==> src/rtl/core_guard_pkg.sv <==
// core_guard_pkg
// Shared definitions for the auto-guard controller.
//   guard_state_e   : controller states (READY, GUARDING, BLOCKSTUN, INHIBIT, BROKEN)
//   frame_cnt_width : bits needed to hold a frame count from 0 up to max_count
//   max3            : largest of three integers, used to size a shared counter
package core_guard_pkg;

    typedef enum logic [2:0] {
        READY     = 3'd0,
        GUARDING  = 3'd1,
        BLOCKSTUN = 3'd2,
        INHIBIT   = 3'd3,
        BROKEN    = 3'd4
    } guard_state_e;

    function automatic int frame_cnt_width(input int max_count);
        return (max_count < 1) ? 1 : $clog2(max_count + 1);
    endfunction

    function automatic int max3(input int a, input int b, input int c);
        int m;
        m = (a > b) ? a : b;
        return (m > c) ? m : c;
    endfunction

endpackage

==> src/rtl/core_player_guard_if.sv <==
// core_player_guard_if
// Bundles the hit/collision-side inputs and the guard outputs of one fighter.
//   master : drives opponent hitbox info, player status and block hits; reads guard state
//   slave  : the guard controller, consuming the inputs and driving the guard outputs
// Inputs (master -> slave): frame_tick, op_hitbox_active, op_is_grab, op_is_low, op_is_overhead,
//   within_guard_range, in_front, crouch_held, action_active, action_start, neutral, hitstun,
//   blockhit_pulse, blockhit_cost
// Outputs (slave -> master): is_blocking, block_low, blockstun, guard_broken, guard_break_pulse,
//   guard_meter
interface core_player_guard_if #(
    parameter int NUM_HB  = 4,
    parameter int METER_W = 8
);
    logic                frame_tick;
    logic [NUM_HB-1:0]   op_hitbox_active;
    logic [NUM_HB-1:0]   op_is_grab;
    logic [NUM_HB-1:0]   op_is_low;
    logic [NUM_HB-1:0]   op_is_overhead;
    logic [NUM_HB-1:0]   within_guard_range;
    logic                in_front;
    logic                crouch_held;
    logic                action_active;
    logic                action_start;
    logic                neutral;
    logic                hitstun;
    logic                blockhit_pulse;
    logic [METER_W-1:0]  blockhit_cost;

    logic                is_blocking;
    logic                block_low;
    logic                blockstun;
    logic                guard_broken;
    logic                guard_break_pulse;
    logic [METER_W-1:0]  guard_meter;

    modport master (
        output frame_tick, op_hitbox_active, op_is_grab, op_is_low, op_is_overhead,
               within_guard_range, in_front, crouch_held, action_active, action_start,
               neutral, hitstun, blockhit_pulse, blockhit_cost,
        input  is_blocking, block_low, blockstun, guard_broken, guard_break_pulse, guard_meter
    );

    modport slave (
        input  frame_tick, op_hitbox_active, op_is_grab, op_is_low, op_is_overhead,
               within_guard_range, in_front, crouch_held, action_active, action_start,
               neutral, hitstun, blockhit_pulse, blockhit_cost,
        output is_blocking, block_low, blockstun, guard_broken, guard_break_pulse, guard_meter
    );

endinterface

==> src/rtl/core_threat_window.sv <==
// core_threat_window
// Remembers per-channel threats for GUARD_WINDOW frames so a short-lived hitbox keeps the
// guard up for a few frames after it disappears.
//   clk, rst_n           : clock, async active-low reset
//   frame_tick           : history shifts only on this strobe
//   thr/thr_low/thr_ovh  : current threat, low-threat and overhead-threat bits per channel
//   window_any/low/ovh   : OR of the current bits and every remembered bit of that kind
module core_threat_window #(
    parameter int NUM_HB       = 4,
    parameter int GUARD_WINDOW = 3
) (
    input  logic              clk,
    input  logic              rst_n,
    input  logic              frame_tick,
    input  logic [NUM_HB-1:0] thr,
    input  logic [NUM_HB-1:0] thr_low,
    input  logic [NUM_HB-1:0] thr_ovh,
    output logic              window_any,
    output logic              window_low,
    output logic              window_ovh
);

    // Stage 0 is the most recent frame; the oldest stage falls off the end.
    logic [GUARD_WINDOW-1:0][NUM_HB-1:0] any_sr_q, any_sr_d;
    logic [GUARD_WINDOW-1:0][NUM_HB-1:0] low_sr_q, low_sr_d;
    logic [GUARD_WINDOW-1:0][NUM_HB-1:0] ovh_sr_q, ovh_sr_d;

    always_comb begin
        any_sr_d = any_sr_q;
        low_sr_d = low_sr_q;
        ovh_sr_d = ovh_sr_q;
        if (frame_tick) begin
            any_sr_d = {any_sr_q[GUARD_WINDOW-2:0], thr};
            low_sr_d = {low_sr_q[GUARD_WINDOW-2:0], thr_low};
            ovh_sr_d = {ovh_sr_q[GUARD_WINDOW-2:0], thr_ovh};
        end
    end

    always_ff @(posedge clk or negedge rst_n) begin
        if (!rst_n) begin
            any_sr_q <= '0;
            low_sr_q <= '0;
            ovh_sr_q <= '0;
        end else begin
            any_sr_q <= any_sr_d;
            low_sr_q <= low_sr_d;
            ovh_sr_q <= ovh_sr_d;
        end
    end

    assign window_any = (|thr)     | (|any_sr_q);
    assign window_low = (|thr_low) | (|low_sr_q);
    assign window_ovh = (|thr_ovh) | (|ovh_sr_q);

endmodule

==> src/rtl/core_player_guard.sv <==
// core_player_guard
// Auto-guard controller for one fighter: picks high/low guard from the opponent's hitbox
// channels, times blockstun, and runs a guard meter that drains on block hits, regenerates
// when left alone, and breaks the guard when it empties.
//   clk, rst_n : clock, async active-low reset
//   bus        : core_player_guard_if.slave carrying all hitbox/player inputs and guard outputs
module core_player_guard
    import core_guard_pkg::*;
#(
    parameter int NUM_HB        = 4,
    parameter int GUARD_WINDOW  = 3,
    parameter int INHIBIT_CLEAR = 2,
    parameter int BLOCKSTUN_FR  = 8,
    parameter int METER_W       = 8,
    parameter int GUARD_MAX     = 100,
    parameter int REGEN_DELAY   = 30,
    parameter int REGEN_PERIOD  = 4,
    parameter int BREAK_FR      = 40,
    parameter int BREAK_REFILL  = 50
) (
    input  logic              clk,
    input  logic              rst_n,
    core_player_guard_if.slave bus
);

    // One frame counter serves BLOCKSTUN, INHIBIT and BROKEN since they never overlap.
    localparam int FCNT_W = frame_cnt_width(max3(BLOCKSTUN_FR, BREAK_FR, INHIBIT_CLEAR));
    localparam logic [FCNT_W-1:0] STUN_LOAD  = FCNT_W'(BLOCKSTUN_FR);
    localparam logic [FCNT_W-1:0] BREAK_LOAD = FCNT_W'(BREAK_FR);
    localparam logic [FCNT_W-1:0] INH_DONE   = FCNT_W'(INHIBIT_CLEAR);
    localparam logic [FCNT_W-1:0] FCNT_ONE   = FCNT_W'(1);

    localparam int DLY_W = frame_cnt_width(REGEN_DELAY);
    localparam int PER_W = frame_cnt_width(REGEN_PERIOD);
    localparam logic [DLY_W-1:0] DLY_MAX  = DLY_W'(REGEN_DELAY);
    localparam logic [PER_W-1:0] PER_LAST = PER_W'(REGEN_PERIOD - 1);

    localparam logic [METER_W-1:0] METER_FULL   = METER_W'(GUARD_MAX);
    localparam logic [METER_W-1:0] METER_REFILL = METER_W'(BREAK_REFILL);

    guard_state_e       state_q, state_d;
    logic [FCNT_W-1:0]  fcnt_q, fcnt_d;
    logic [METER_W-1:0] meter_q, meter_d;
    logic [DLY_W-1:0]   dly_q, dly_d;
    logic [PER_W-1:0]   per_q, per_d;

    logic is_blocking_q, is_blocking_d;
    logic block_low_q, block_low_d;
    logic blockstun_q, blockstun_d;
    logic guard_broken_q, guard_broken_d;
    logic break_pulse_q, break_pulse_d;

    logic [NUM_HB-1:0]  thr, thr_low, thr_ovh;
    logic               window_any, window_low, window_ovh;
    logic               stance_low;
    logic               blockhit_ok;
    logic               break_now;
    logic [METER_W-1:0] meter_sub;

    // A channel only threatens us if it is live, blockable, in range and coming from the front.
    assign thr     = bus.op_hitbox_active & ~bus.op_is_grab & bus.within_guard_range
                   & {NUM_HB{bus.in_front}};
    assign thr_low = thr & bus.op_is_low;
    assign thr_ovh = thr & bus.op_is_overhead;

    core_threat_window #(
        .NUM_HB       (NUM_HB),
        .GUARD_WINDOW (GUARD_WINDOW)
    ) u_window (
        .clk        (clk),
        .rst_n      (rst_n),
        .frame_tick (bus.frame_tick),
        .thr        (thr),
        .thr_low    (thr_low),
        .thr_ovh    (thr_ovh),
        .window_any (window_any),
        .window_low (window_low),
        .window_ovh (window_ovh)
    );

    // Conflicting or absent height requirements fall back to what the player is holding.
    always_comb begin
        stance_low = bus.crouch_held;
        if (window_low && !window_ovh) begin
            stance_low = 1'b1;
        end else if (window_ovh && !window_low) begin
            stance_low = 1'b0;
        end
    end

    // Only hits that land on a raised guard cost meter; an empty meter breaks the guard.
    always_comb begin
        blockhit_ok = bus.blockhit_pulse && (state_q == GUARDING || state_q == BLOCKSTUN);
        meter_sub   = (bus.blockhit_cost >= meter_q) ? '0 : (meter_q - bus.blockhit_cost);
        break_now   = blockhit_ok && (meter_sub == '0);
    end

    // State register.
    always_ff @(posedge clk or negedge rst_n) begin
        if (!rst_n) begin
            state_q <= READY;
        end else begin
            state_q <= state_d;
        end
    end

    // Next-state logic; within a state a block hit outranks hitstun, which outranks action_start.
    always_comb begin
        state_d = state_q;
        case (state_q)
            READY: begin
                if (bus.action_start) begin
                    state_d = INHIBIT;
                end else if (window_any && !bus.action_active && !bus.hitstun) begin
                    state_d = GUARDING;
                end
            end
            GUARDING: begin
                if (bus.blockhit_pulse) begin
                    state_d = break_now ? BROKEN : BLOCKSTUN;
                end else if (bus.hitstun) begin
                    state_d = READY;
                end else if (bus.action_start) begin
                    state_d = INHIBIT;
                end else if (!window_any) begin
                    state_d = READY;
                end
            end
            BLOCKSTUN: begin
                if (bus.blockhit_pulse) begin
                    state_d = break_now ? BROKEN : BLOCKSTUN;
                end else if (bus.hitstun) begin
                    state_d = READY;
                end else if (bus.frame_tick && fcnt_q <= FCNT_ONE) begin
                    state_d = window_any ? GUARDING : READY;
                end
            end
            INHIBIT: begin
                if (!bus.action_start && bus.neutral && fcnt_q == INH_DONE) begin
                    state_d = READY;
                end
            end
            BROKEN: begin
                if (bus.frame_tick && fcnt_q <= FCNT_ONE) begin
                    state_d = READY;
                end
            end
            default: state_d = READY;
        endcase
    end

    // Shared frame counter: counts down stun/break time, counts up neutral frames in INHIBIT.
    always_comb begin
        fcnt_d = '0;
        if (state_d == BLOCKSTUN && (state_q != BLOCKSTUN || bus.blockhit_pulse)) begin
            fcnt_d = STUN_LOAD;
        end else if (state_d == BROKEN && state_q != BROKEN) begin
            fcnt_d = BREAK_LOAD;
        end else if (state_d == BLOCKSTUN || state_d == BROKEN) begin
            fcnt_d = fcnt_q;
            if (bus.frame_tick && fcnt_q != '0) begin
                fcnt_d = fcnt_q - FCNT_ONE;
            end
        end else if (state_d == INHIBIT) begin
            fcnt_d = fcnt_q;
            if (state_q != INHIBIT || bus.action_start || !bus.neutral) begin
                fcnt_d = '0;
            end else if (bus.frame_tick && !bus.action_active && fcnt_q != INH_DONE) begin
                fcnt_d = fcnt_q + FCNT_ONE;
            end
        end
    end

    // Meter: block hits drain it and restart the regen delay; otherwise it creeps back up
    // one point per regen period once the delay has elapsed. BROKEN holds regen off and
    // hands back a partial refill on exit.
    always_comb begin
        meter_d = meter_q;
        dly_d   = dly_q;
        per_d   = per_q;
        if (state_q == BROKEN) begin
            dly_d = '0;
            per_d = '0;
            if (state_d == READY) begin
                meter_d = METER_REFILL;
            end
        end else if (blockhit_ok) begin
            meter_d = meter_sub;
            dly_d   = '0;
            per_d   = '0;
        end else if (bus.frame_tick) begin
            if (dly_q != DLY_MAX) begin
                dly_d = dly_q + 1'b1;
            end else if (per_q == PER_LAST) begin
                per_d = '0;
                if (meter_q < METER_FULL) begin
                    meter_d = meter_q + 1'b1;
                end
            end else begin
                per_d = per_q + 1'b1;
            end
        end
    end

    // Outputs are decoded from the next state so they line up with the state register.
    // The stance is locked for the whole of blockstun.
    always_comb begin
        is_blocking_d  = (state_d == GUARDING) || (state_d == BLOCKSTUN);
        blockstun_d    = (state_d == BLOCKSTUN);
        guard_broken_d = (state_d == BROKEN);
        break_pulse_d  = break_now;
        block_low_d    = 1'b0;
        if (is_blocking_d) begin
            block_low_d = (state_q == BLOCKSTUN && state_d == BLOCKSTUN) ? block_low_q
                                                                           : stance_low;
        end
    end

    always_ff @(posedge clk or negedge rst_n) begin
        if (!rst_n) begin
            fcnt_q         <= '0;
            meter_q        <= METER_FULL;
            dly_q          <= '0;
            per_q          <= '0;
            is_blocking_q  <= 1'b0;
            block_low_q    <= 1'b0;
            blockstun_q    <= 1'b0;
            guard_broken_q <= 1'b0;
            break_pulse_q  <= 1'b0;
        end else begin
            fcnt_q         <= fcnt_d;
            meter_q        <= meter_d;
            dly_q          <= dly_d;
            per_q          <= per_d;
            is_blocking_q  <= is_blocking_d;
            block_low_q    <= block_low_d;
            blockstun_q    <= blockstun_d;
            guard_broken_q <= guard_broken_d;
            break_pulse_q  <= break_pulse_d;
        end
    end

    assign bus.is_blocking       = is_blocking_q;
    assign bus.block_low         = block_low_q;
    assign bus.blockstun         = blockstun_q;
    assign bus.guard_broken      = guard_broken_q;
    assign bus.guard_break_pulse = break_pulse_q;
    assign bus.guard_meter       = meter_q;

endmodule

==> src/flat_wrapper.sv <==
// flat-port wrapper written by rule: the top's interface ports become plain ports
module core_player_guard_flat import core_guard_pkg::*;
#(
    parameter int NUM_HB        = 4,
    parameter int GUARD_WINDOW  = 3,
    parameter int INHIBIT_CLEAR = 2,
    parameter int BLOCKSTUN_FR  = 8,
    parameter int METER_W       = 8,
    parameter int GUARD_MAX     = 100,
    parameter int REGEN_DELAY   = 30,
    parameter int REGEN_PERIOD  = 4,
    parameter int BREAK_FR      = 40,
    parameter int BREAK_REFILL  = 50
)
  (clk, rst_n, bus_frame_tick, bus_op_hitbox_active, bus_op_is_grab, bus_op_is_low, bus_op_is_overhead, bus_within_guard_range, bus_in_front, bus_crouch_held, bus_action_active, bus_action_start, bus_neutral, bus_hitstun, bus_blockhit_pulse, bus_blockhit_cost, bus_is_blocking, bus_block_low, bus_blockstun, bus_guard_broken, bus_guard_break_pulse, bus_guard_meter);
  core_player_guard_if #(.NUM_HB(NUM_HB), .METER_W(METER_W)) bus_i ();
  input  logic clk;
  input  logic rst_n;
  input wire logic [$bits(bus_i.frame_tick)-1:0] bus_frame_tick;
  input wire logic [$bits(bus_i.op_hitbox_active)-1:0] bus_op_hitbox_active;
  input wire logic [$bits(bus_i.op_is_grab)-1:0] bus_op_is_grab;
  input wire logic [$bits(bus_i.op_is_low)-1:0] bus_op_is_low;
  input wire logic [$bits(bus_i.op_is_overhead)-1:0] bus_op_is_overhead;
  input wire logic [$bits(bus_i.within_guard_range)-1:0] bus_within_guard_range;
  input wire logic [$bits(bus_i.in_front)-1:0] bus_in_front;
  input wire logic [$bits(bus_i.crouch_held)-1:0] bus_crouch_held;
  input wire logic [$bits(bus_i.action_active)-1:0] bus_action_active;
  input wire logic [$bits(bus_i.action_start)-1:0] bus_action_start;
  input wire logic [$bits(bus_i.neutral)-1:0] bus_neutral;
  input wire logic [$bits(bus_i.hitstun)-1:0] bus_hitstun;
  input wire logic [$bits(bus_i.blockhit_pulse)-1:0] bus_blockhit_pulse;
  input wire logic [$bits(bus_i.blockhit_cost)-1:0] bus_blockhit_cost;
  output wire logic [$bits(bus_i.is_blocking)-1:0] bus_is_blocking;
  output wire logic [$bits(bus_i.block_low)-1:0] bus_block_low;
  output wire logic [$bits(bus_i.blockstun)-1:0] bus_blockstun;
  output wire logic [$bits(bus_i.guard_broken)-1:0] bus_guard_broken;
  output wire logic [$bits(bus_i.guard_break_pulse)-1:0] bus_guard_break_pulse;
  output wire logic [$bits(bus_i.guard_meter)-1:0] bus_guard_meter;
  assign bus_i.frame_tick = bus_frame_tick;
  assign bus_i.op_hitbox_active = bus_op_hitbox_active;
  assign bus_i.op_is_grab = bus_op_is_grab;
  assign bus_i.op_is_low = bus_op_is_low;
  assign bus_i.op_is_overhead = bus_op_is_overhead;
  assign bus_i.within_guard_range = bus_within_guard_range;
  assign bus_i.in_front = bus_in_front;
  assign bus_i.crouch_held = bus_crouch_held;
  assign bus_i.action_active = bus_action_active;
  assign bus_i.action_start = bus_action_start;
  assign bus_i.neutral = bus_neutral;
  assign bus_i.hitstun = bus_hitstun;
  assign bus_i.blockhit_pulse = bus_blockhit_pulse;
  assign bus_i.blockhit_cost = bus_blockhit_cost;
  assign bus_is_blocking = bus_i.is_blocking;
  assign bus_block_low = bus_i.block_low;
  assign bus_blockstun = bus_i.blockstun;
  assign bus_guard_broken = bus_i.guard_broken;
  assign bus_guard_break_pulse = bus_i.guard_break_pulse;
  assign bus_guard_meter = bus_i.guard_meter;
  core_player_guard #(.NUM_HB(NUM_HB), .GUARD_WINDOW(GUARD_WINDOW), .INHIBIT_CLEAR(INHIBIT_CLEAR), .BLOCKSTUN_FR(BLOCKSTUN_FR), .METER_W(METER_W), .GUARD_MAX(GUARD_MAX), .REGEN_DELAY(REGEN_DELAY), .REGEN_PERIOD(REGEN_PERIOD), .BREAK_FR(BREAK_FR), .BREAK_REFILL(BREAK_REFILL)) u_core (.clk(clk), .rst_n(rst_n), .bus(bus_i));
endmodule
==> config.mk <==
export PLATFORM = sky130hd
export DESIGN_NAME = core_player_guard_flat
export DESIGN_NICKNAME = d
export VERILOG_FILES = /design/src/rtl/core_guard_pkg.sv /design/src/rtl/core_player_guard_if.sv /design/src/rtl/core_threat_window.sv /design/src/rtl/core_player_guard.sv /design/src/flat_wrapper.sv
export SDC_FILE = /design/constraint.sdc
export NUM_CORES = 1
export LEC_CHECK = 0
export ABC_AREA = 1
export CAP_MARGIN = 40
export CORE_MARGIN = 10
export CORE_UTILIZATION = 55
export DETAILED_ROUTE_END_ITERATION = 10
export GPL_ROUTABILITY_DRIVEN = 0
export PLACE_DENSITY = 0.79
export SKIP_LAST_GASP = 1
export SYNTH_ARGS = -nofsm -noshare
export SYNTH_HDL_FRONTEND = slang
export SYNTH_SLANG_ARGS = --single-unit
==> constraint.sdc <==
create_clock -name clk -period 3.25 [get_ports clk]
set_input_delay 0.325 -clock clk [delete_from_list [all_inputs] [get_ports clk]]
set_output_delay 0.325 -clock clk [all_outputs]
set_load 0.005 [all_outputs]
# Yosys cells after proc, flatten, opt, wreduce, memory -nomap -nowiden
# Index checks and enable logic that the tools add are counted.
# totals
register_bits,66
latchBits,0
ram_bits,0
mem_bits_ro,0
output_inout_bits,13
elab_cells,144
mem_count,0
# classes
n_addsub,6
n_mul,0
div,0
n_lt_le_gt_ge,3
n_eq_ne,20
n_shift,0
muxes,42
bitwise,9
n_reduce_logical,45
# op_table
op,n
$mux 8,8
$mux 3,17
$mux 6,7
$reduce_or 12->1,3
$and 4x4->4,5
$mux 5,4
$eq 3x2->1 const B,5
$logic_and 1x1->1,15
$pmux 3 s5,1
$reduce_bool 3->1,4
$reduce_or 4->1,3
$add 8x1->8 const B,1
$ge 8x8->1,1
$logic_not 8->1,1
$lt 8x7->1 const B,1
$sub 8x8->8,1
$add 6x1->6 const B,1
$eq 3x1->1 const B,2
$eq 3x3->1 const B,2
$eq 6x2->1 const B,1
$le 6x1->1 const B,1
$logic_not 1->1,6
$logic_not 3->1,2
$logic_or 1x1->1,6
other kinds (17),27

# Longest topological paths before layout
# Gate-level depths: netlist (run 1).
# logic_depth
depth_word,16
depth_mapped,22
ltp_nobuf,22

# Cells and area by module
# Synthesis (run 1) repeated with hierarchy kept, for this count alone.
# hier_totals
hier_cells,591
hier_area_um2,4277.9
# modules_own_cells
module,n_inst,cells_each,area_per_inst_um2,seq_area_each_um2
core_player_guard,1,406,2717.6,754.5
core_threat_window,1,185,1560.2,900.9

# Worst setup path after synthesis (run 1)
# OpenSTA, ideal clock, no wires.
# synth_timing
path_kind,flip-flop to flip-flop
from,"register u_core.meter_q[0], in the netlist u_core.bus.guard_meter[0]"
to,register u_core.fcnt_q[3]
setup_time_ps,122
t_arrival_ps,2380
t_required_ps,3128
slack_ps,748
stages_incl_launch_ff,21
n_path_buf,0
cell_sequence,dfrtp_1 -> inv_1 -> ha_1 -> inv_1 -> fa_1 -> nand2_1 -> nand2_1 -> nand3_1 -> nand2_2 -> nand2_2 -> nor2_1 -> nor2_1 -> nand3_2 -> nand2_2 -> nand2_4 -> nand2_4 -> nand2_8 -> nand3_2 -> nand2_4 -> nand2_1 -> o21ai_1
# synth_via
elab_chain_len,12
elab_cells_between_ends,22
classes_between,add/sub (1); order compare (1); eq/ne (5); mux (9); reduce/logical (6)
# synth_rtl
element,line,text
start: declaration,core_player_guard.sv:43,"logic [METER_W-1:0] meter_q, meter_d;"
start signal: assignment,core_player_guard.sv:232,meter_q <= meter_d;
$sub 8x8->8 or $ge 8x8->1 (tied branches),core_player_guard.sv:94,meter_sub = (bus.blockhit_cost >= meter_q) ? '0 : (meter_q - bus.blockhit_cost);
$mux 8 *,core_player_guard.sv:94,
$logic_not 8->1 *,core_player_guard.sv:95,break_now = blockhit_ok && (meter_sub == '0);
$logic_and 1x1->1 *,core_player_guard.sv:95,
$mux 3 *,"core_player_guard.sv:120, core_player_guard.sv:131",
"$mux 3, on equally long branches","core_player_guard.sv:130, core_player_guard.sv:119",
$pmux 3 s5 *,core_player_guard.sv:110,case (state_q)
via u_core.state_d[1],core_player_guard.sv:41,"guard_state_e state_q, state_d;"
$eq 3x2->1 (tied with other cells),core_player_guard.sv:164,end else if (state_d == INHIBIT) begin
$mux 6 or $logic_or 1x1->1 (tied branches),"core_player_guard.sv:164, core_player_guard.sv:159",
$mux 6,core_player_guard.sv:159,end else if (state_d == BLOCKSTUN || state_d == BROKEN) begin
$mux 6,core_player_guard.sv:157,end else if (state_d == BROKEN && state_q != BROKEN) begin
$mux 6,core_player_guard.sv:155,if (state_d == BLOCKSTUN && (state_q != BLOCKSTUN || bus.blockhit_pulse)) begin
end signal: assignment,core_player_guard.sv:231,fcnt_q <= fcnt_d;
end: declaration,core_player_guard.sv:42,"logic [FCNT_W-1:0] fcnt_q, fcnt_d;"
# The timed path passes the listed nets; every way through them passes the cells marked *.
# A chain may end at the register's enable or synchronous reset.

# Final worst setup path (run 1)
# layout_timing
from,"register u_core.meter_q[0], in the netlist u_core.bus.guard_meter[0]"
to,register u_core.fcnt_q[0]
# The elaborated chain is that of the path after synthesis.

==> results of run 1 <==
==> metrics by stage <==
step           utilization  instances
4_1_cts              0.676        709
3_5_place_dp         0.649        693
5_1_grt              0.676        709
6_report             0.676        709
2_1_floorplan            -        548
3_3_place_gp         0.646        692
==> registers in the layout (all words and copies together), names as in the netlist <==
register                      count
u_core.bus.block_low              1
u_core.bus.blockstun              1
u_core.bus.guard_break_pulse      1
u_core.bus.guard_broken           1
u_core.bus.guard_meter            8
u_core.bus.is_blocking            1
u_core.dly_q                      5
u_core.fcnt_q                     6
u_core.per_q                      3
u_core.state_q                    3
u_core.u_window.any_sr_q         12
u_core.u_window.low_sr_q         12
u_core.u_window.ovh_sr_q         12
==> area by class of cell <==
| class | count | area [um2] | share of cell area |
|---|---|---|---|
| clock buffers | 12 | 145 | 0.0298 |
| inverters | 84 | 315 | 0.0646 |
| clock inverters | 3 | 40.0 | 0.00821 |
| well taps | 99 | 124 | 0.0254 |
| repair buffers | 57 | 563 | 0.115 |
| multi-input cells | 388 | 2030 | 0.417 |
| flip-flops and latches | 66 | 1660 | 0.339 |
==> where the power goes <==
group	switching, mW	internal (mW)
clock network	0.298	0.369
registers	0.180	0.987
logic	1.12	0.743
==> cells in the final DEF (no fill, tap or decap), types with 4 or more instances in the layout <==
cell	count
nand2_1	159
inv_1	76
dfrtp_1	63
clkdlybuf4s50_1	49
o21ai_0	48
nor2_1	40
nand3_1	30
ha_1	17
nand4_1	14
a21oi_1	11
nor3_1	10
clkbuf_8	10
inv_2	8
xor2_1	8
xnor2_1	6
nand2_2	5
nor4_1	5
buf_4	5
nand3_2	4
o21ai_1	4
==> worst max-delay path by stage <==
stage                                                     start                           end  slack (ps)
after floorplan           u_core.bus.guard_meter[0]$_DFFE_PN0P_  u_core.fcnt_q[3]$_DFFE_PN0P_         750
after detailed placement                   bus_blockhit_cost[0]  u_core.fcnt_q[2]$_DFFE_PN0P_         190
after global routing      u_core.bus.guard_meter[0]$_DFFE_PN0P_  u_core.fcnt_q[4]$_DFFE_PN0P_         130
after CTS                 u_core.bus.guard_meter[0]$_DFFE_PN0P_  u_core.fcnt_q[5]$_DFFE_PN0P_         450
after global placement                     bus_blockhit_cost[0]  u_core.fcnt_q[3]$_DFFE_PN0P_         310
final                     u_core.bus.guard_meter[0]$_DFFE_PN0P_  u_core.fcnt_q[0]$_DFFE_PN0P_         440
==> repair_timing <==
action | CTS | global route
setup endpoints to repair | 0 | 0
endpoints found under the hold margin | 15 | 0
hold buffers | 1 | 0
buffers inserted | 0 | 0
==> routing by layer <==
| layer | global-route usage | up-vias | share of wire |
|---|---|---|---|
| met1 | 0.222 | 1727 | 0.45 |
| li1 | - | 1870 | - |
| met2 | 0.291 | 108 | 0.48 |
| met3 | 0.0371 | 20 | 0.052 |
| met4 | 0.0803 | 0 | 0.019 |
| met5 | 0 | - | 0 |
==> kinds of logic after synthesis <==
| logic type | count (synthesis) | synth area share |
|---|---|---|
| simple gates | 277 | 0.307 |
| fa+ha+maj | 19 | 0.0600 |
| buf+inv | 94 | 0.0884 |
| compound gates | 78 | 0.105 |
| flops | 66 | 0.409 |
| xor+xnor | 14 | 0.0303 |
==> worst max-delay path: cells and delay by family (launching register included) <==
kind | cells | cell delay, ps
simple gates | 15 | 1480
compound gates | 1 | 60
buf+inv | 2 | 190
flops | 1 | 410
fa+ha+maj | 2 | 570
==> impl_metrics.py, run 1 <==
metrics = {
    "critical_path": {
        "cp_max_fo": 9,
        "ff2ff_setup_slack_ps": 440,
        "reg2regPathDepth": 20,
        "crit_required_ps": 3480,
        "critical_path.max_stage_delay_ps": 420,
        "r2r-end": "u_core.fcnt_q[0]$_DFFE_PN0P_",
        "r2r_start": "u_core.bus.guard_meter[0]$_DFFE_PN0P_",
        "crit_chain": "inv_1 > ha_1 > inv_1 > fa_1 > nand2_1 > nand2_1 > nand3_1 > nand2_2 > nand2_2 > nor2_1 > nor2_1 > nand3_2 > nand2_2 > nand2_4 > nand2_4 > nand2_8 > nand3_2 > nand2_4 > nand2_1 > o21ai_1",
        "path_class": "reg2reg",
        "cp-start-kind": "flop",
        "endpoint_kind": "flop",
        "crit_arrival_ps": 3040,
        "cp_slowest_cell": "fa_1",
    },
    "final_layout": {
        "diodes": 0,
        "drive_gt1_frac": 0.0820,
        "nFillCells": 624,
        "area_delta_synth_final_pct": 20.5,
        "final_nets": 662,
        "fin_area_um2": 4880,
    },
    "global_routing": {
        "grt_max_degree": 41,
        "grt_pass1_wl_um": 16800,
        "antenna_found_initial": 0,
        "grt_pass1_vias": 3679,
        "track_usage": 0.178,
        "overflow": 0,
    },
    "logic_synthesis": {
        "syn_nets": 604,
        "yosysTopAreaCell": "dfrtp_1",
        "synthTopCellsByArea": "dfrtp_1 39%, nand2_1 15%, inv_1 7.0%",
        "syn_area_um2": 4050,
        "synth_top_area_share": 0.389,
        "synth_cell_types": 39,
        "synth-main-ff-cell": "dfrtp_1",
        "synth_edf_count": 0,
        "synth_warnings": 0,
        "async_flop_share": 1.00,
        "ys_ff_latch": 66,
        "yosys-top-cells-count": "159 x nand2_1, 76 x inv_1, 63 x dfrtp_1, 48 x o21ai_0, 40 x nor2_1",
        "avgSynthCellArea_um2": 7.39,
        "yosysSeqAreaShare": 0.409,
        "synth.most_common_cell": "nand2_1",
        "syn_inst": 548,
    },
    "power": {
        "ir_drop_v": 0.000405,
        "power_leakage_nw": 2.47,
        "finalPower_mw": 3.70,
        "p_per_area_nw_per_um2": 759,
    },
    "outcome": {
        "status": "complete, no violations",
    },
    "clock_network": {
        "h-tree-depth": 3,
        "clk_latency_ps": 340,
        "cts.clk_slew.worst_paths_ps": 70,
        "cts_buffer_depth": 2,
        "numCtsBuffers": 9,
        "cts_resized": 0,
        "cts_tree": "done",
        "ctsRootBufferMaster": "clkbuf_8",
        "clock_sinks": 66,
    },
    "timing": {
        "final_max_slew_viol_count": 0,
        "hold_viol": 0,
        "worst_slack_ps": 443,
        "hold_ws_ps": 444,
        "worst_pin_slew_ps": 620,
        "max_clock_freq_mhz": 356,
        "setup_viol": 0,
        "setup-tns-final_ps": 0,
        "period_needed_ps": 2810,
        "fin_crit_sh": 0.864,
        "slew-limit-headroom": 0.583,
        "fin_skew_ps": 7.68,
        "rsz0062_at_grt": "no",
    },
    "detailed_routing": {
        "wl_per_cell_um": 13.4,
        "route.detailed.drc": 0,
        "drt_iter0_drc": 216,
        "drt-total-wl_um": 9520,
        "ant_nets": 0,
        "via_count": 3725,
        "vias_per_cell": 5.25,
        "first_pass_iters": 5,
    },
    "die": {
        "rows": 31,
        "die_w_um": 106,
        "boundaryPins": 51,
        "die_h_um": 106,
        "coreArea_um2": 7210,
        "initial_core_util": 0.561,
        "die_area_um2": 11200,
    },
    "place": {
        "place_ws_ps": 192,
        "port_buffers": 50,
        "placed_cell_area_um2": 4680,
        "hpwl_um": 7290,
    },
    "min_path": {
        "hold_path.class": "in2async",
    },
    "run": {
        "cap_violations": 0,
    },
}
Note: power is estimated with default switching activity, not from simulation.
==> run 2: changes to the inputs <==
--- a/config.mk
+++ b/config.mk
@@ -5,13 +5,13 @@
 export SDC_FILE = /design/constraint.sdc
 export NUM_CORES = 1
 export LEC_CHECK = 0
-export ABC_AREA = 1
 export CAP_MARGIN = 40
 export CORE_MARGIN = 10
 export CORE_UTILIZATION = 55
 export DETAILED_ROUTE_END_ITERATION = 10
 export GPL_ROUTABILITY_DRIVEN = 0
 export PLACE_DENSITY = 0.79
+export RECOVER_POWER = 50
 export SKIP_LAST_GASP = 1
 export SYNTH_ARGS = -nofsm -noshare
 export SYNTH_HDL_FRONTEND = slang
==> run 2 against run 1 <==
  * The run now ends with max-capacitance violations, max-slew violations left
  * Global-route usage rose by 0.21 points
  * First-iteration DRC count down 13%
  * Synthesized area shrank 0.87%
  * Count of clock-buffer cells in the layout decreased by 3
  * Critical path depth is 7 lower
  * Combinational power increased by 24%
  * Cell count fell by 16%
  * Maximum frequency shrank 12%
  * Die area down 0.70%
  * Clock power down 7.2%
  * Critical path type is now in2reg
  * Largest cell class unchanged
==> impl_metrics.py, run 2 <==
metrics = {
    "outcome": {
        "status": "finished, violations left",
        "violations": "max-capacitance violations, max-slew violations",
    },
    "final_layout": {
        "drive_gt1_frac": 0.226,
        "final_util": 0.709,
        "diodes": 0,
        "area_delta_synth_final_pct": 26.7,
        "reg_top3": "u_core.u_window.any_sr_q x12, u_core.u_window.low_sr_q x12, u_core.u_window.ovh_sr_q x12",
        "final_common_cell": "dfrtp_1",
        "final_cell_mix": "63 x dfrtp_1, 47 x clkdlybuf4s50_1, 39 x buf_4",
        "final_nets": 551,
    },
    "global_routing": {
        "grt_util_met1": 0.228,
        "grt_pass1_vias": 3488,
        "overflow": 0,
        "gr-usage-met2": 0.303,
        "track_usage": 0.181,
        "antenna_found_initial": 0,
        "grt_pass1_wl_um": 16800,
        "grt_max_degree": 51,
        "grt_busiest_layer": "met2",
        "met3_usage": 0.0384,
    },
    "die": {
        "coreArea_um2": 7180,
        "boundaryPins": 51,
        "die_w_um": 105,
        "die_area_um2": 11100,
        "die_h_um": 105,
        "rows": 31,
        "initial_core_util": 0.559,
    },
    "power": {
        "clockPowerShare": 0.151,
        "seqPwrFrac": 0.288,
        "p_comb_frac": 0.562,
        "sw_frac_of_total": 0.414,
        "ir_drop_v": 0.000530,
        "switching_power_mw": 1.70,
        "power_leakage_nw": 2.30,
        "p_per_area_nw_per_um2": 807,
        "internal_power_mw": 2.40,
    },
    "logic_synthesis": {
        "syn_nets": 466,
        "yosysSeqAreaShare": 0.413,
        "synth_top_area_share": 0.393,
        "synth_edf_count": 0,
        "synth_cell_types": 67,
        "synth-main-ff-cell": "dfrtp_1",
        "syn_inst": 410,
        "syn_area_um2": 4010,
        "synth_warnings": 0,
        "async_flop_share": 1.00,
        "synth.most_common_cell": "dfrtp_1",
        "yosysTopAreaCell": "dfrtp_1",
        "synthTopCellsByArea": "dfrtp_1 39%, mux2_2 7.9%, ha_1 5.3%",
        "yosys-top-cells-count": "63 x dfrtp_1, 30 x inv_1, 28 x mux2_2, 28 x nand2_1",
        "ys_ff_latch": 66,
        "avgSynthCellArea_um2": 9.79,
    },
    "clock_network": {
        "cts_tree": "done",
        "clk_latency_ps": 350,
        "h-tree-depth": 3,
        "cts_hold_buf": 0,
        "numCtsBuffers": 9,
        "cts_buffer_depth": 2,
        "cts.clk_slew.worst_paths_ps": 80,
        "clock_sinks": 66,
        "ctsRootBufferMaster": "clkbuf_8",
    },
    "place": {
        "hpwl_um": 7500,
        "place_ws_ps": -274,
        "port_buffers": 50,
    },
    "critical_path": {
        "endpoint_kind": "flop",
        "endpoint": "u_core.bus.guard_meter[1]$_DFFE_PN0P_",
        "startpoint": "bus_blockhit_cost[1]",
        "r2r_start": "u_core.bus.guard_meter[1]$_DFFE_PN0P_",
        "reg2regPathDepth": 11,
        "cp_max_fo": 5,
        "ff2ff_setup_slack_ps": 70,
        "crit_required_ps": 3490,
        "path_class": "in2reg",
        "r2r-end": "u_core.bus.guard_meter[1]$_DFFE_PN0P_",
        "crit_arrival_ps": 3420,
        "cp-start-kind": "input port",
    },
    "timing": {
        "final_max_slew_viol_count": 31,
        "setup_viol": 0,
        "max_clock_freq_mhz": 314,
        "hold_viol": 0,
        "period_needed_ps": 3180,
        "worst_pin_slew_ps": 1680,
        "rsz0062_at_grt": "yes",
        "fin_crit_sh": 0.980,
        "worst_slack_ps": 66.4,
        "fin_skew_ps": 10.3,
        "slew-limit-headroom": -0.120,
    },
    "min_path": {
        "hold_path.class": "in2async",
    },
    "detailed_routing": {
        "drt_iter0_drc": 189,
        "wl_per_cell_um": 16.4,
        "drt-total-wl_um": 9810,
        "vias_per_cell": 5.78,
        "ant_nets": 0,
        "route.detailed.drc": 0,
        "via_count": 3465,
        "first_pass_iters": 5,
    },
    "run": {
        "cap_violations": 1,
    },
}
run 2: logic make-up after synthesis:
kind of cell	after synthesis	synth area share
AO/OA/AOI/OAI	104	0.191
flip-flops	66	0.413
buffers and inverters	48	0.0471
XOR/XNOR	11	0.0240
adder cells (fa/ha/maj)	19	0.0605
AND/OR/NAND/NOR	130	0.175
multiplexers	32	0.0898
run 2: repair_timing:
action / CTS / global route
setup endpoints to repair: 0 / 15
gates resized for setup: 0 / 10
setup buffers: 0 / 1
run 2: power groups by stage:
stage	clock network, mW	registers (mW)	logic, mW
6_report	0.619	1.18	2.31
3_5_place_dp	0	1.19	2.20
2_1_floorplan	0	1.15	1.35
3_3_place_gp	0	1.19	2.14
5_1_grt	0.676	1.21	2.53
4_1_cts	0.636	1.18	2.22
run 2: cell type report:
cell class,instances,area [um2]
Clock buffer,9,124
Clock inverter,7,53.8
Fill cell,558,2090
Inverter,31,116
Multi-Input combinational cell,296,2210
Sequential cell,66,1660
Tap cell,99,124
Timing Repair Buffer,91,798
run 2: routing by layer:
layer  wire, um  share of wire
met5          0              0
met4        131          0.013
met3        434          0.044
met2       4930           0.50
met1       4310           0.44
run 2: through the flow:
stage | hold slack [ps] | cells | total power, mW | TNS, ps | cell area [um2]
floorplan | 29.4 | 410 | 2.50 | 0 | 4010
global route | 515 | 599 | 4.41 | -230 | 5080
finish | 401 | 599 | 4.11 | 0 | 5080
global placement | 402 | 582 | 3.32 | -1670 | 4850
detailed placement | 408 | 582 | 3.39 | -2600 | 4850
CTS | 24.7 | 598 | 4.03 | 0 | 5030
run 2: critical path: stages:
cell and delay [ps]:
clkdlybuf4s50_1 480, inv_1 80, ha_1 310, nand2b_1 100, buf_4 160, a2111oi_0 450
a211oi_1 190, a41oi_4 230, nand2_1 150, and2_1 230, o311ai_4 290, nand2_4 120
mux2_4 310
run 2: worst min path at each step:
stage,slack (ps),depth (start not counted),endpoint
after floorplan,30,0,u_core.bus.block_low$_DFFE_PN0P_
after global placement,400,1,u_core.u_window.ovh_sr_q[2]$_DFFE_PN0P_
after detailed placement,410,1,u_core.u_window.ovh_sr_q[6]$_DFFE_PN0P_
after CTS,20,1,u_core.u_window.ovh_sr_q[6]$_DFFE_PN0P_
after global routing,520,1,u_core.u_window.ovh_sr_q[6]$_DFFE_PN0P_
final,400,1,u_core.u_window.ovh_sr_q[6]$_DFFE_PN0P_
==> run 3: changes to the inputs <==
--- a/config.mk
+++ b/config.mk
@@ -10,6 +10,7 @@
 export CORE_UTILIZATION = 55
 export DETAILED_ROUTE_END_ITERATION = 10
 export GPL_ROUTABILITY_DRIVEN = 0
+export GPL_TIMING_DRIVEN = 0
 export PLACE_DENSITY = 0.79
 export RECOVER_POWER = 50
 export SKIP_LAST_GASP = 1
==> constraint.sdc (replaced) <==
create_clock -name clk -period 3.25 [get_ports clk]
set_input_delay 0.325 -clock clk [delete_from_list [all_inputs] [get_ports clk]]
set_output_delay 0.325 -clock clk [all_outputs]
set_load 0.1 [all_outputs]
==> run 3 against run 2 <==
  * The flow finishes with violations (max-capacitance violations, max-slew violations, negative setup slack)
  * Clock skew increased by 0.99 ps
  * Final area increased by 3.0%
  * Global-route usage decreased by 0.45 points
  * Maximum frequency decreased by 4.0%
  * Register-to-register slack got worse by 130 ps
  * Via count increased by 1.4%
  * Combinational power increased by 24%
  * Hold slack got worse by 36 ps
  * Flip-flop and latch count unchanged
  * Setup slack got worse by 130 ps
  * Critical endpoint unchanged
  * Largest cell class unchanged
  * Largest power group unchanged
==> impl_metrics.py, run 3 (same netlist as run 2, synthesis figures left out) <==
metrics = {
    "critical_path": {
        "r2r_start": "u_core.bus.guard_meter[0]$_DFFE_PN0P_",
        "endpoint_kind": "flop",
        "cp-start-kind": "flop",
        "endpoint": "u_core.bus.guard_meter[1]$_DFFE_PN0P_",
        "crit_required_ps": 3480,
        "r2r-end": "u_core.bus.guard_meter[1]$_DFFE_PN0P_",
        "crit_arrival_ps": 3550,
        "ff2ff_setup_slack_ps": -70,
        "startpoint": "u_core.bus.guard_meter[0]$_DFFE_PN0P_",
        "path_class": "reg2reg",
        "cp_max_fo": 7,
        "crit_chain": "inv_4 > ha_4 > inv_2 > fa_2 > nand3_2 > a21oi_2 > or3_1 > a221o_1 > a21oi_4 > o21ai_4 > o311ai_4 > nand2_4 > mux2_4",
        "cp_slowest_cell": "dfrtp_4",
        "reg2regPathDepth": 13,
        "critical_path.max_stage_delay_ps": 510,
    },
    "final_layout": {
        "fin_area_um2": 5240,
        "final_cell_mix": "58 x dfrtp_1, 48 x clkdlybuf4s50_1, 28 x inv_1, 28 x mux2_2, 27 x nand2_1",
        "reg_top3": "u_core.u_window.any_sr_q x12, u_core.u_window.low_sr_q x12, u_core.u_window.ovh_sr_q x12",
        "area_delta_synth_final_pct": 30.5,
        "final_common_cell": "dfrtp_1",
        "diodes": 0,
        "final_nets": 549,
        "drive_gt1_frac": 0.219,
    },
    "detailed_routing": {
        "vias_per_cell": 5.90,
        "wl_per_cell_um": 16.7,
        "route.detailed.drc": 0,
        "via_count": 3515,
        "ant_nets": 0,
        "drt_iter0_drc": 248,
        "drt-total-wl_um": 9970,
        "first_pass_iters": 9,
    },
    "clock_network": {
        "cts.clk_slew.worst_paths_ps": 80,
        "clock_sinks": 66,
        "clk_latency_ps": 340,
        "cts_tree": "done",
        "ctsRootBufferMaster": "clkbuf_8",
        "cts_hold_buf": 0,
        "numCtsBuffers": 9,
        "h-tree-depth": 3,
        "cts_buffer_depth": 2,
    },
    "die": {
        "initial_core_util": 0.559,
        "die_h_um": 105,
        "rows": 31,
        "coreArea_um2": 7180,
        "die_area_um2": 11100,
        "die_w_um": 105,
        "boundaryPins": 51,
    },
    "global_routing": {
        "antenna_found_initial": 0,
        "grt_max_degree": 67,
        "grt_pass1_wl_um": 16500,
        "grt_pass1_vias": 3453,
        "overflow": 0,
        "track_usage": 0.176,
    },
    "timing": {
        "max_clock_freq_mhz": 302,
        "slew-limit-headroom": -0.0734,
        "period_needed_ps": 3320,
        "fin_crit_sh": 1.02,
        "hold_viol": 0,
        "setup_viol": 4,
        "worst_pin_slew_ps": 1610,
        "hold_ws_ps": 365,
        "worst_slack_ps": -65.8,
        "final_max_slew_viol_count": 67,
        "rsz0062_at_grt": "yes",
        "fin_skew_ps": 11.2,
    },
    "place": {
        "port_buffers": 50,
        "hpwl_um": 7380,
        "placed_cell_area_um2": 4930,
    },
    "min_path": {
        "hold_path.class": "in2async",
    },
    "power": {
        "power_leakage_nw": 2.30,
        "p_per_area_nw_per_um2": 914,
        "finalPower_mw": 4.78,
        "ir_drop_v": 0.000593,
    },
    "run": {
        "cap_violations": 1,
    },
    "outcome": {
        "status": "finished, violations left",
        "violations": "max-capacitance violations, max-slew violations, negative setup slack",
    },
}
[run 3: cell count changes in the layout (fill, tap and decap cells not counted), sizes merged]
cell and change:
buf -15, bufinv +1, clkbuf +14, clkdlybuf4s50 +1
clkinvlp -2, inv -2
[run 3: worst min-delay path by stage]
stage / start / to / slack [ps] / depth (start not counted)
after floorplan: rst_n / u_core.bus.block_low$_DFFE_PN0P_ / 30 / 0
after global placement: u_core.bus.block_low$_DFFE_PN0P_ / u_core.bus.block_low$_DFFE_PN0P_ / 460 / 2
after detailed placement: rst_n / u_core.dly_q[1]$_DFFE_PN0P_ / 470 / 1
after CTS: rst_n / u_core.dly_q[1]$_DFFE_PN0P_ / 110 / 1
after global routing: rst_n / u_core.u_window.ovh_sr_q[9]$_DFFE_PN0P_ / 510 / 1
final: rst_n / u_core.u_window.ovh_sr_q[9]$_DFFE_PN0P_ / 370 / 1
[run 3: cell type report]
cell class	instances	area (um2)
buffer	16	68.8
clock buffer	11	151
clock inverter	4	51.3
fill	524	1940
inverter	31	119
multi-input combinational	296	2260
sequential	66	1680
tap	99	124
timing repair buffer	73	788
[run 3: through the flow]
stage,setup WS (ps),util,instances,TNS (ps)
after global placement,-717,0.656,559,-21430
after floorplan,-8.12,-,410,-8.12
after CTS,-51.8,0.716,588,-51.8
after detailed placement,-362,0.687,573,-3350
final,-65.8,0.730,596,-149
after global routing,-119,0.730,596,-728
[run 3: timing repair]
item,4_1_cts,5_1_grt
hold endpoints to repair,0,0
gates resized for setup,1,10
buffers inserted,1,8
setup endpoints to repair,6,14
pin swaps,1,10
[run 3: worst max-delay path: cells and delay by family, from the launching register on]
family                   cells  cell delay [ps]
buffers and inverters        2              110
AND/OR/NAND/NOR              3              590
flip-flops                   1              510
AO/OA/AOI/OAI                5             1170
adder cells (fa/ha/maj)      2              500
multiplexers                 1              320
[run 3: where the power goes]
group	internal, mW	switching, mW
sequential	1.02	0.197
combinational	1.18	1.69
clock	0.392	0.313
total	2.59	2.20
[run 3: per-layer routing]
metal,vias up,GRT usage,share of wire
met3,23,0.0292,0.041
met4,0,0.0647,0.022
met2,109,0.306,0.50
met5,-,0,0
met1,1700,0.214,0.44
li1,1683,-,-
